==> src/rtl/qspi_flash_responder.sv <==
// SPI/QSPI NOR-flash responder: 4-byte-address std/dual/quad reads plus die select.
// Optional quad-output path is built only when QSPI_RESP_QUAD_EN is defined.
`timescale 1ns/1ps
module qspi_flash_responder #(
  parameter int DIE_ADDR_W   = 25,
  parameter int DUMMY_CYCLES = 8,
  parameter int SYNC_STAGES  = 2
) (
  input  logic                  system_clk,
  input  logic                  system_reset_n,
  input  logic                  spi_clk,
  input  logic                  cs_n,
  input  logic                  io0_in,
  output logic                  io0_out,
  output logic                  io1_out,
  output logic                  io2_out,
  output logic                  io3_out,
  output logic                  io0_oe,
  output logic                  io1_oe,
  output logic                  io2_oe,
  output logic                  io3_oe,
  output logic                  data_req,
  output logic [DIE_ADDR_W-1:0] data_addr,
  input  logic [7:0]            data_in,
  output logic                  die_sel,
  output logic                  busy
);

`ifdef QSPI_RESP_QUAD_EN
  localparam int IO_W = 4;
`else
  localparam int IO_W = 2;
`endif

  // Synchronizer bundle order is {io0, cs_n, spi_clk}; cs_n resets high so busy starts low.
  localparam logic [2:0] SYNC_RST = 3'b010;

  typedef enum logic [2:0] {
    S_IDLE, S_CMD, S_ADDR, S_DUMMY, S_DATA, S_DIESEL, S_IGNORE
  } state_t;

  typedef enum logic [1:0] {M_STD, M_DUAL, M_QUAD} mode_t;

  logic [2:0] sync_out;

  genvar gi;
  generate
    for (gi = 0; gi < SYNC_STAGES; gi++) begin : g_sync
      logic [2:0] q_reg;
      logic [2:0] d;
      if (gi == 0) begin : g_first
        assign d = {io0_in, cs_n, spi_clk};
      end else begin : g_rest
        assign d = g_sync[gi-1].q_reg;
      end
      always_ff @(posedge system_clk or negedge system_reset_n) begin
        if (!system_reset_n) q_reg <= SYNC_RST;
        else                 q_reg <= d;
      end
    end
  endgenerate

  assign sync_out = g_sync[SYNC_STAGES-1].q_reg;

  logic sclk_s, cs_s, io0_s;
  assign sclk_s = sync_out[0];
  assign cs_s   = sync_out[1];
  assign io0_s  = sync_out[2];

  state_t                state_reg, state_next;
  mode_t                 mode_reg, mode_next;
  logic [5:0]            cnt_reg, cnt_next;
  logic [DIE_ADDR_W-2:0] shift_in_reg, shift_in_next;
  logic [DIE_ADDR_W-1:0] addr_reg, addr_next;
  logic [7:0]            byte_buf_reg, byte_buf_next;
  logic [7:0]            tx_shift_reg, tx_shift_next;
  logic [2:0]            grp_reg, grp_next;
  logic                  load_now_reg, load_now_next;
  logic                  data_req_reg, data_req_next;
  logic                  die_sel_reg, die_sel_next;
  logic [IO_W-1:0]       io_out_reg, io_out_next;
  logic [IO_W-1:0]       io_oe_reg, io_oe_next;
  logic                  sclk_prev_reg, cs_prev_reg;

  logic                  sclk_rise, sclk_fall, cs_rise, cs_fall;
  logic [7:0]            cur_byte, byte_src;
  logic [DIE_ADDR_W-2:0] shift_word;
  logic [2:0]            grp_last;

  // Edges are only meaningful while the synchronized chip select is low.
  assign sclk_rise = sclk_s & ~sclk_prev_reg & ~cs_s;
  assign sclk_fall = ~sclk_s & sclk_prev_reg & ~cs_s;
  assign cs_fall   = ~cs_s & cs_prev_reg;
  assign cs_rise   = cs_s & ~cs_prev_reg;

  always_ff @(posedge system_clk or negedge system_reset_n) begin
    if (!system_reset_n) begin
      state_reg     <= S_IDLE;
      mode_reg      <= M_STD;
      cnt_reg       <= '0;
      shift_in_reg  <= '0;
      addr_reg      <= '0;
      byte_buf_reg  <= '0;
      tx_shift_reg  <= '0;
      grp_reg       <= '0;
      load_now_reg  <= 1'b0;
      data_req_reg  <= 1'b0;
      die_sel_reg   <= 1'b0;
      io_out_reg    <= '0;
      io_oe_reg     <= '0;
      sclk_prev_reg <= 1'b0;
      cs_prev_reg   <= 1'b1;
    end else begin
      state_reg     <= state_next;
      mode_reg      <= mode_next;
      cnt_reg       <= cnt_next;
      shift_in_reg  <= shift_in_next;
      addr_reg      <= addr_next;
      byte_buf_reg  <= byte_buf_next;
      tx_shift_reg  <= tx_shift_next;
      grp_reg       <= grp_next;
      load_now_reg  <= load_now_next;
      data_req_reg  <= data_req_next;
      die_sel_reg   <= die_sel_next;
      io_out_reg    <= io_out_next;
      io_oe_reg     <= io_oe_next;
      sclk_prev_reg <= sclk_s;
      cs_prev_reg   <= cs_s;
    end
  end

  always_comb begin
    state_next    = state_reg;
    mode_next     = mode_reg;
    cnt_next      = cnt_reg;
    shift_in_next = shift_in_reg;
    addr_next     = addr_reg;
    tx_shift_next = tx_shift_reg;
    grp_next      = grp_reg;
    die_sel_next  = die_sel_reg;
    io_out_next   = io_out_reg;
    io_oe_next    = io_oe_reg;
    data_req_next = 1'b0;
    load_now_next = data_req_reg;
    grp_last      = 3'd7;
    // The fetched byte may arrive in the same cycle as the first falling edge, so bypass it.
    cur_byte      = load_now_reg ? data_in : byte_buf_reg;
    byte_buf_next = cur_byte;
    byte_src      = (grp_reg == 3'd0) ? cur_byte : tx_shift_reg;
    shift_word    = {shift_in_reg[DIE_ADDR_W-3:0], io0_s};

    if (cs_rise) begin
      state_next  = S_IDLE;
      cnt_next    = '0;
      io_out_next = '0;
      io_oe_next  = '0;
    end else begin
      case (state_reg)
        S_IDLE: begin
          if (cs_fall) begin
            state_next = S_CMD;
            cnt_next   = '0;
          end
        end
        S_CMD: begin
          if (sclk_rise) begin
            shift_in_next = shift_word;
            cnt_next      = cnt_reg + 6'd1;
            if (cnt_reg == 6'd7) begin
              cnt_next = '0;
              case (shift_word[7:0])
                8'h13: begin mode_next = M_STD;  state_next = S_ADDR; end
                8'h3C: begin mode_next = M_DUAL; state_next = S_ADDR; end
`ifdef QSPI_RESP_QUAD_EN
                8'h6C: begin mode_next = M_QUAD; state_next = S_ADDR; end
`endif
                8'hC2:   state_next = S_DIESEL;
                default: state_next = S_IGNORE;
              endcase
            end
          end
        end
        S_ADDR: begin
          if (sclk_rise) begin
            shift_in_next = shift_word;
            cnt_next      = cnt_reg + 6'd1;
            if (cnt_reg == 6'd31) begin
              // Only the low DIE_ADDR_W address bits survive in the shifter.
              addr_next     = {shift_in_reg, io0_s};
              data_req_next = 1'b1;
              grp_next      = '0;
              cnt_next      = '0;
              state_next    = (mode_reg == M_STD) ? S_DATA : S_DUMMY;
            end
          end
        end
        S_DUMMY: begin
          if (sclk_rise) begin
            cnt_next = cnt_reg + 6'd1;
            if (cnt_reg == 6'(DUMMY_CYCLES - 1)) begin
              cnt_next   = '0;
              state_next = S_DATA;
            end
          end
        end
        S_DATA: begin
          if (sclk_fall) begin
            io_out_next = '0;
            io_oe_next  = '0;
            case (mode_reg)
              M_DUAL: begin
                io_out_next[1:0] = byte_src[7:6];
                io_oe_next[1:0]  = 2'b11;
                tx_shift_next    = {byte_src[5:0], 2'b00};
                grp_last         = 3'd3;
              end
`ifdef QSPI_RESP_QUAD_EN
              M_QUAD: begin
                io_out_next   = byte_src[7:4];
                io_oe_next    = 4'hF;
                tx_shift_next = {byte_src[3:0], 4'h0};
                grp_last      = 3'd1;
              end
`endif
              default: begin
                io_out_next[1] = byte_src[7];
                io_oe_next[1]  = 1'b1;
                tx_shift_next  = {byte_src[6:0], 1'b0};
                grp_last       = 3'd7;
              end
            endcase
            grp_next = (grp_reg == grp_last) ? 3'd0 : grp_reg + 3'd1;
            // Prefetch the following byte while the current one shifts out; wraps inside the die.
            if (grp_reg == 3'd0) begin
              addr_next     = addr_reg + {{(DIE_ADDR_W-1){1'b0}}, 1'b1};
              data_req_next = 1'b1;
            end
          end
        end
        S_DIESEL: begin
          if (sclk_rise) begin
            cnt_next = cnt_reg + 6'd1;
            if (cnt_reg == 6'd7) begin
              die_sel_next = io0_s;
              cnt_next     = '0;
              state_next   = S_IGNORE;
            end
          end
        end
        S_IGNORE: begin
          io_oe_next = '0;
        end
        default: state_next = S_IDLE;
      endcase
    end
  end

  assign io0_out   = io_out_reg[0];
  assign io1_out   = io_out_reg[1];
  assign io0_oe    = io_oe_reg[0];
  assign io1_oe    = io_oe_reg[1];
`ifdef QSPI_RESP_QUAD_EN
  assign io2_out   = io_out_reg[2];
  assign io3_out   = io_out_reg[3];
  assign io2_oe    = io_oe_reg[2];
  assign io3_oe    = io_oe_reg[3];
`else
  assign io2_out   = 1'b0;
  assign io3_out   = 1'b0;
  assign io2_oe    = 1'b0;
  assign io3_oe    = 1'b0;
`endif
  assign data_req  = data_req_reg;
  assign data_addr = addr_reg;
  assign die_sel   = die_sel_reg;
  assign busy      = ~cs_s;

endmodule

==> config.mk <==
export PLATFORM = sky130hd
export DESIGN_NAME = qspi_flash_responder
export DESIGN_NICKNAME = d
export VERILOG_FILES = /design/src/rtl/qspi_flash_responder.sv
export SDC_FILE = /design/constraint.sdc
export NUM_CORES = 1
export LEC_CHECK = 0
export BUFFER_PORTS_ARGS = -buffer_cell sky130_fd_sc_hd__buf_4
export CAP_MARGIN = 20
export CORE_MARGIN = 2
export CORE_UTILIZATION = 50
export DETAILED_ROUTE_END_ITERATION = 10
export GPL_ROUTABILITY_DRIVEN = 1
export PLACE_DENSITY = 0.69
export SLEW_MARGIN = 10
export SYNTH_ARGS = -nofsm -noshare
export SYNTH_HDL_FRONTEND = slang
export SYNTH_SLANG_ARGS = --single-unit
==> constraint.sdc <==
create_clock -name system_clk -period 6.63 [get_ports system_clk]
set_input_delay 1.326 -clock system_clk [delete_from_list [all_inputs] [get_ports system_clk]]
set_output_delay 1.326 -clock system_clk [all_outputs]
set_load 0.01 [all_outputs]
==> run_results.csv, run 1 <==
group,metric,value,unit
outcome,status,"finished, final reports clean",
sta,setup_tns,0,ns
floorplanning,fp.dieW,102.2,microns
pwr,power_switching,692.6,uW
global_route,grt_pass1_wl,17.44,mm
placement,place_ws,3.891,ns
layout,layout_common_cells,"89 x dfrtp_1, 49 x buf_4, 43 x nand2_1, 41 x mux2_2, 32 x o21ai_0",
logic_synthesis,avgSynthCellArea,10.35,sq um
floorplanning,io_pins,49,
layout,nFillCells,812,
drt,dr_total_vias,3722,
critical_path,cp-start-kind,"register",
floorplanning,rows,35,
clock_tree,ctsResizeCount,0,
placement,routabilityCongestion,0.9055,
logic_synthesis,yosysWarnings,0,
critical_path,cp.required,6.92,ns
placement,port_buffers,44,
clock_tree,cts_buffer_depth,2,
clock_tree,clkSinkCount,92,
logic_synthesis,synthCells,466,
logic_synthesis,synth_top_flop_cell,"dfrtp_1",
layout,area_delta_synth_final,11.70,%
clock_tree,tritoncts,"done",
floorplanning,initial_utilization,0.5197,
clock_tree,numCtsBuffers,9,
pwr,p_seq_frac,0.448,
critical_path,worstSetupEndpoint,"data_addr[10]",
placement,place_hpwl,7.087,mm
logic_synthesis,async_flop_share,1.000,
floorplanning,dieHeight,102.2,microns
logic_synthesis,ys_top_cells_by_area,"dfrtp_1 46%, mux2_2 9.6%, nand2_1 3.3%",
logic_synthesis,netlist.area_leader.share,0.4616,
hold_path,min_path_type,"reg2reg",
critical_path,r2r-end,"data_addr[10]",
pwr,p_int,1184,uW
logic_synthesis,synth_area,0.004825,sq mm
layout,multi_input_area,0.002292,sq mm
sta,clock_skew,0.01313,ns
sta,rsz0062_at_grt,"no",
clock_tree,clock_latency,0.36,ns
sta,fin_crit_sh,0.4170,
sta,hold_violations,0,
logic_synthesis,ys_seq_area_frac,0.4780,
drt,drc,0,
drt,drt_iter0_drc,182,
layout,layout.nets,517,
sta,worst_slew_pin_slew,0.9806,ns
layout,drive_above_1_share,0.2619,
floorplanning,core-area,0.009284,sq mm
layout,largest_reg_flops,25,
global_route,first_global_vias,3588,
pwr,p_per_area,348.2,mW/mm^2
pwr,power_frac_clock,0.199,
logic_synthesis,ys_ff_latch,92,
drt,postRouteAntennaNets,0,
sta,slew_violations,0,
critical_path,critical_path.max_fanout,26,
logic_synthesis,yosysTopAreaCell,"dfrtp_1",
critical_path,worstRegToRegCells,7,
sta,fmax,361.7,MHz
drt,viasPerCell,5.880,
flow_run,maxCapViolCount,0,
logic_synthesis,synth_cell_type_count,67,
global_route,globalRouteOverflowTotal,0,
critical_path,setup.worst_path.start,"g_sync[1].q_reg[1]",
logic_synthesis,synth_edf_count,0,
sta,relSlewSlack,0.3447,
pwr,power.total,1876,uW
critical_path,endpoint_kind,"register",
pwr,power.leakage,0.002377,uW
layout,regArea,0.002306,sq mm
layout,utilization,0.5805,
critical_path,crit_type,"reg2reg",
critical_path,timing.rr.start,"g_sync[1].q_reg[1]",
drt,totalWireLength,10.42,mm
global_route,grt_max_degree,68,
layout,layout_commonest_cell,"dfrtp_1",
critical_path,worst-endpoint-arrival,3.05,ns
sta,setup_viol,0,
clock_tree,postCtsSetupRepairBufs,0,
drt,wl_per_cell,16.45,microns
global_route,track_usage,0.2110,
drt,first_pass_iters,4,
clock_tree,root_buffer,"clkbuf_8",
clock_tree,ctsHtreeMaxLevel,3,
clock_tree,hold_buffers,0,
pwr,combPwrFrac,0.352,
floorplanning,die_area,0.01045,sq mm
layout,num_antenna_cells,0,
critical_path,reg2reg_slack,3.87,ns
sta,layout_min_cycle_time,2.765,ns
pwr,ir_worst_vdd,132.8,uV
sta,setup_slack,3.865,ns
pwr,switching_share,0.3691,
clock_tree,clk_pin_slew,0.08,ns
global_route,antenna_found_initial,0,
routing by layer:
layer,vias to the layer above,share of wire,GRT usage
met1,1839,0.46,0.2898
met2,92,0.48,0.3376
met3,15,0.042,0.03420
li1,1776,-,-
met4,0,0.016,0.08205
met5,-,0,0
synth_stat cells (all sizes together), types with 5 or more instances:
library cell,count
o21ai,44
nand2,43
nand2b,6
buf,17
nor3,7
a21oi,33
nor2,23
inv,14
o22ai,11
nand4,5
ha,5
clkbuf,13
a22oi,6
nand3,23
mux2i,11
a2bb2oi,5
a31oi,5
mux2,41
dfrtp,89
critical path: stages (launching register included):
cell      delay (ns)
dfstp_2         0.61
ha_1            0.44
nor2b_1         0.13
nand3_1         0.49
o21ba_1         0.19
buf_4           0.32
clkinv_8        0.20
o2bb2a_1        0.30
power by group through the flow:
stage	sequential (uW)	combinational, uW	clock [uW]
after CTS	838	667	384
after detailed placement	848	665	0
after floorplan	807	490	0
after global placement	840	649	0
after global routing	862	741	406
final	841	661	374
final cells by class:
| type | instances | share of cell area |
|---|---|---|
| inverter | 15 | 0.01277 |
| clock buffer | 11 | 0.02438 |
| multi-input combinational | 332 | 0.4254 |
| clock inverter | 5 | 0.01138 |
| sequential | 92 | 0.4279 |
| tap | 129 | 0.02995 |
| timing repair buffer | 49 | 0.06826 |
stage by stage:
stage | instances | instance area, sq um | hold WS, ns
global route | 633 | 5389 | 0.3662
finish | 633 | 5389 | 0.3524
detailed placement | 617 | 5196 | 0.3347
global placement | 617 | 5196 | 0.3313
CTS | 633 | 5389 | 0.3549
floorplan | 469 | 4836 | 0.3312
worst min path at each step:
stage | start | to | cells past startpoint
finish | g_sync[0].q_reg[2] | g_sync[1].q_reg[2] | 0
detailed placement | g_sync[0].q_reg[2] | g_sync[1].q_reg[2] | 0
floorplan | g_sync[0].q_reg[0] | g_sync[1].q_reg[0] | 0
global placement | g_sync[0].q_reg[0] | g_sync[1].q_reg[0] | 0
global route | g_sync[0].q_reg[2] | g_sync[1].q_reg[2] | 0
CTS | g_sync[0].q_reg[2] | g_sync[1].q_reg[2] | 0
logic make-up after synthesis:
group	count (synthesis)	share of synthesized area
AO/OA/AOI/OAI	132	0.1808
buffers and inverters	45	0.05031
XOR/XNOR	2	0.003631
other	1	0.0007773
AND/OR/NAND/NOR	137	0.1551
multiplexers	52	0.1185
flip-flops	92	0.4780
adder cells (fa/ha/maj)	5	0.01297
(Power assumes the default switching activity.)
==> run 2, diff against run 1 <==
==> constraint.sdc (replaced) <==
create_clock -name system_clk -period 2.8 [get_ports system_clk]
set_input_delay 0.56 -clock system_clk [delete_from_list [all_inputs] [get_ports system_clk]]
set_output_delay 0.56 -clock system_clk [all_outputs]
set_load 0.01 [all_outputs]
==> run_results.csv, run 2 (synthesis gave the netlist of run 1 again) <==
group,metric,value,unit
drt,drc,0,
global_route,globalRouteOverflowTotal,0,
global_route,grt_pass1_wl,17.40,mm
clock_tree,cts_buffer_depth,2,
floorplanning,io_pins,49,
floorplanning,dieHeight,102.2,microns
clock_tree,clock_latency,0.36,ns
sta,fmax,402.1,MHz
global_route,first_global_vias,3557,
critical_path,worstRegToRegCells,8,
floorplanning,initial_utilization,0.5197,
hold_path,min_path_type,"in2async",
critical_path,max_stage_delay,0.56,ns
pwr,power_frac_clock,0.186,
layout,num_antenna_cells,0,
drt,first_pass_iters,4,
drt,drt_iter0_drc,181,
sta,hold_violations,0,
drt,totalWireLength,10.34,mm
floorplanning,die_area,0.01045,sq mm
sta,worst_slew_pin_slew,0.8304,ns
critical_path,timing.rr.start,"cs_prev_reg",
pwr,combPwrFrac,0.384,
outcome,status,"finished, final reports clean",
layout,layout_common_cells,"89 x dfrtp_1, 59 x buf_4, 43 x nand2_1, 41 x mux2_2, 32 x o21ai_0",
clock_tree,ctsHtreeMaxLevel,3,
sta,fin_crit_sh,0.8882,
global_route,antenna_found_initial,0,
placement,port_buffers,44,
critical_path,path_cells,"inv_1, ha_1, or4b_4, nor4_4, o21ba_1, buf_4, o21ai_1, o311ai_1",
drt,postRouteAntennaNets,0,
sta,slew_violations,0,
pwr,p_seq_frac,0.430,
flow_run,maxCapViolCount,0,
critical_path,crit_type,"reg2reg",
pwr,power_switching,1685,uW
clock_tree,clk_pin_slew,0.10,ns
global_route,track_usage,0.2102,
sta,rsz0062_at_grt,"no",
layout,fin_area,0.005485,sq mm
sta,setup_viol,0,
sta,layout_min_cycle_time,2.487,ns
sta,relSlewSlack,0.4450,
layout,layout.nets,529,
sta,clock_skew,0.01158,ns
placement,dpl_cell_area,0.005311,sq mm
layout,nFillCells,805,
clock_tree,postCtsSetupRepairBufs,0,
drt,dr_total_vias,3741,
critical_path,endpoint_kind,"register",
critical_path,critical_path.max_fanout,16,
critical_path,crit_slowest_cell,"or4b_4",
layout,drive_above_1_share,0.2810,
critical_path,cp.required,3.04,ns
global_route,grt_max_degree,50,
clock_tree,hold_buffers,0,
pwr,ir_worst_vdd,327.9,uV
drt,viasPerCell,5.800,
critical_path,reg2reg_slack,0.31,ns
pwr,power.leakage,0.002440,uW
pwr,p_per_area,815.6,mW/mm^2
pwr,p_int,2789,uW
floorplanning,fp.dieW,102.2,microns
floorplanning,rows,35,
placement,routabilityCongestion,0.8983,
placement,place_ws,0.2960,ns
sta,setup_tns,0,ns
clock_tree,clkSinkCount,92,
critical_path,worst-endpoint-arrival,2.73,ns
clock_tree,tritoncts,"done",
layout,layout_commonest_cell,"dfrtp_1",
critical_path,cp-start-kind,"register",
layout,largest_reg_flops,25,
floorplanning,core-area,0.009284,sq mm
critical_path,r2r-end,"data_addr[19]",
layout,area_delta_synth_final,13.69,%
placement,place_hpwl,7.036,mm
clock_tree,root_buffer,"clkbuf_8",
sta,fin_hold_ws,0.1726,ns
pwr,switching_share,0.3766,
clock_tree,numCtsBuffers,9,
sta,setup_slack,0.3130,ns
drt,wl_per_cell,16.03,microns
clock_tree,ctsResizeCount,0,
## run 2: layout make-up
class	count	area [sq um]	area share
flip-flops and latches	92	2306	0.4204
multi-input cells	332	2292	0.4179
repair buffers	61	483.0	0.08805
well taps	129	161.4	0.02943
clock buffers	10	127.6	0.02327
inverters	15	68.82	0.01255
clock inverters	6	46.29	0.008440
## run 2: metrics by stage
step                      instances  power, uW  utilization
after floorplan                 469       3071            -
after global placement          629       3598       0.5721
after detailed placement        629       3664       0.5721
after CTS                       645       4495       0.5908
after global routing            645       4801       0.5908
final                           645       4474       0.5908
## run 2: worst max path at each step
stage | startpoint | endpoint | slack, ns | cells past startpoint
6_report | cs_prev_reg | data_addr[19] | 0.31 | 8
3_3_place_gp | cs_prev_reg | data_addr[19] | 0.36 | 8
4_1_cts | cs_prev_reg | data_addr[19] | 0.29 | 8
5_1_grt | cs_prev_reg | data_addr[17] | 0.13 | 8
2_1_floorplan | cs_prev_reg | mode_reg[0] | 0.53 | 7
3_5_place_dp | cs_prev_reg | data_addr[19] | 0.30 | 8
## run 2: power groups by stage
| stage | Combinational, uW | Clock (uW) | Sequential (uW) |
|---|---|---|---|
| 2_1_floorplan | 1160 | 0 | 1910 |
| 3_3_place_gp | 1670 | 0 | 1930 |
| 3_5_place_dp | 1720 | 0 | 1950 |
| 4_1_cts | 1720 | 851 | 1920 |
| 5_1_grt | 1910 | 913 | 1980 |
| 6_report | 1720 | 832 | 1920 |
## run 2: routing by layer
metal | track usage | routed length [microns] | up-vias
met2 | 0.3193 | 4738 | 105
li1 | - | - | 1788
met3 | 0.03010 | 463 | 14
met4 | 0.08103 | 132 | 0
met5 | 0 | 0 | -
met1 | 0.3064 | 5007 | 1834
## run 2: critical path: cells and delay by family, from the launching register on
kind,cells,cell delay (ns)
AO/OA/AOI/OAI,3,0.61
adder cells (fa/ha/maj),1,0.19
buffers and inverters,2,0.34
flip-flops,1,0.52
AND/OR/NAND/NOR,2,0.71
==> run 3, diff against run 2 <==
==> constraint.sdc (replaced) <==
create_clock -name system_clk -period 3.1 [get_ports system_clk]
set_input_delay 0.62 -clock system_clk [delete_from_list [all_inputs] [get_ports system_clk]]
set_output_delay 0.62 -clock system_clk [all_outputs]
set_load 0.01 [all_outputs]
==> run_results.csv, run 3 (synthesis gave the netlist of run 1 again) <==
group,metric,value,unit
outcome,status,"finished, final reports clean",
clock_tree,numCtsBuffers,9,
layout,area_delta_synth_final,13.51,%
sta,fin_crit_sh,0.8273,
clock_tree,postCtsSetupRepairBufs,0,
clock_tree,ctsHtreeMaxLevel,3,
clock_tree,clkSinkCount,92,
layout,largest_reg_flops,25,
clock_tree,clock_latency,0.36,ns
global_route,first_global_vias,3698,
critical_path,cp-start-kind,"register",
drt,totalWireLength,10.61,mm
layout,drive_above_1_share,0.2720,
critical_path,critical_path.max_fanout,18,
global_route,globalRouteOverflowTotal,0,
critical_path,path_cells,"inv_1, ha_1, or4b_4, nor4_4, o21ba_1, buf_4, a21oi_1, mux2i_1",
critical_path,max_stage_delay,0.56,ns
global_route,grt_max_degree,52,
layout,nFillCells,794,
floorplanning,die_area,0.01045,sq mm
critical_path,worst-endpoint-arrival,2.80,ns
floorplanning,dieHeight,102.2,microns
drt,wl_per_cell,16.57,microns
critical_path,setup.worst_path.start,"cs_prev_reg",
sta,fmax,389.9,MHz
global_route,track_usage,0.2179,
layout,layout.nets,524,
layout,num_antenna_cells,0,
drt,viasPerCell,5.917,
critical_path,reg2reg_slack,0.54,ns
sta,setup_tns,0,ns
placement,placedCellCount,624,
floorplanning,core-area,0.009284,sq mm
drt,dr_total_vias,3787,
floorplanning,io_pins,49,
floorplanning,rows,35,
critical_path,endpoint_kind,"register",
sta,clock_skew,0.01832,ns
pwr,power.leakage,0.002429,uW
floorplanning,fp.dieW,102.2,microns
critical_path,cp.required,3.34,ns
flow_run,maxCapViolCount,0,
clock_tree,tritoncts,"done",
layout,layout_commonest_cell,"dfrtp_1",
sta,hold_violations,0,
clock_tree,root_buffer,"clkbuf_8",
placement,place_hpwl,7.267,mm
pwr,ir_worst_vdd,292.3,uV
layout,final_cells,640,
placement,routabilityCongestion,0.8688,
sta,worst_slew_pin_slew,0.7074,ns
sta,setup_viol,0,
critical_path,crit_type,"reg2reg",
layout,layout_common_cells,"89 x dfrtp_1, 55 x buf_4, 43 x nand2_1, 41 x mux2_2, 32 x o21ai_0",
drt,drt_iter0_drc,286,
drt,first_pass_iters,5,
placement,port_buffers,44,
critical_path,timing.rr.start,"cs_prev_reg",
global_route,antenna_found_initial,0,
sta,rsz0062_at_grt,"no",
pwr,p_per_area,757.0,mW/mm^2
critical_path,crit_slowest_cell,"or4b_4",
drt,drc,0,
clock_tree,clk_pin_slew,0.09,ns
sta,slew_violations,0,
clock_tree,hold_buffers,0,
drt,postRouteAntennaNets,0,
sta,relSlewSlack,0.5272,
floorplanning,initial_utilization,0.5197,
clock_tree,cts_buffer_depth,2,
hold_path,min_path_type,"in2async",
global_route,grt_pass1_wl,17.93,mm
sta,layout_min_cycle_time,2.565,ns
clock_tree,ctsResizeCount,0,
==> run 3: cell types whose count changed in the layout (fill, tap and decap cells not counted) <==
cell	previous run	this run
buf_12	2	1
clkbuf_1	1	2
clkinv_2	1	0
inv_6	3	1
bufinv_16	0	2
buf_4	59	55
==> run 3: final cells by class <==
class	instances	area, sq um	area share
Sequential cell	92	2306	0.4211
Timing Repair Buffer	56	432.9	0.07905
Tap cell	129	161.4	0.02947
Clock buffer	11	131.4	0.02399
Inverter	15	68.82	0.01257
Clock inverter	5	83.83	0.01531
Multi-Input combinational cell	332	2292	0.4186
==> run 3: path summary, 6_finish.rpt <==
kind,depth (start not counted),end
setup reg to reg,8,data_addr[0]
min in group system_clk,0,g_sync[1].q_reg[2]
hold / removal,1,byte_buf_reg[2]
setup / recovery,8,data_addr[0]
max in group asynchronous,2,g_sync[0].q_reg[1]
hold reg to reg,0,g_sync[1].q_reg[2]
==> run 3: per-layer routing <==
layer | track usage | share of wire
met3 | 0.03899 | 0.050
met2 | 0.3522 | 0.48
met4 | 0.06769 | 0.012
met5 | 0 | 0
met1 | 0.3011 | 0.46
==> run 3: where the power goes <==
group,switching [uW],total [uW],internal (uW)
Clock,426,884,458
Combinational,775,1480,710
Sequential,307,1780,1470
==> run 3: stage by stage <==
stage	setup slack, ns	utilization	total power, uW	area (sq um)	hold slack, ns
2_1_floorplan	0.8309	-	2774	4836	0.3244
3_3_place_gp	0.6605	0.5667	3207	5261	0.3326
3_5_place_dp	0.5497	0.5667	3268	5261	0.3410
4_1_cts	0.5657	0.5899	4167	5477	0.2566
5_1_grt	0.4024	0.5899	4450	5477	0.2717
6_report	0.5353	0.5899	4145	5477	0.2391
==> run 3: worst max-delay path, delay by kind of cell (launching register included) <==
family	cells	cell delay, ns
buf+inv	2	0.33
mux	1	0.11
fa+ha+maj	1	0.19
simple gates	2	0.78
compound gates	2	0.52
flops	1	0.52
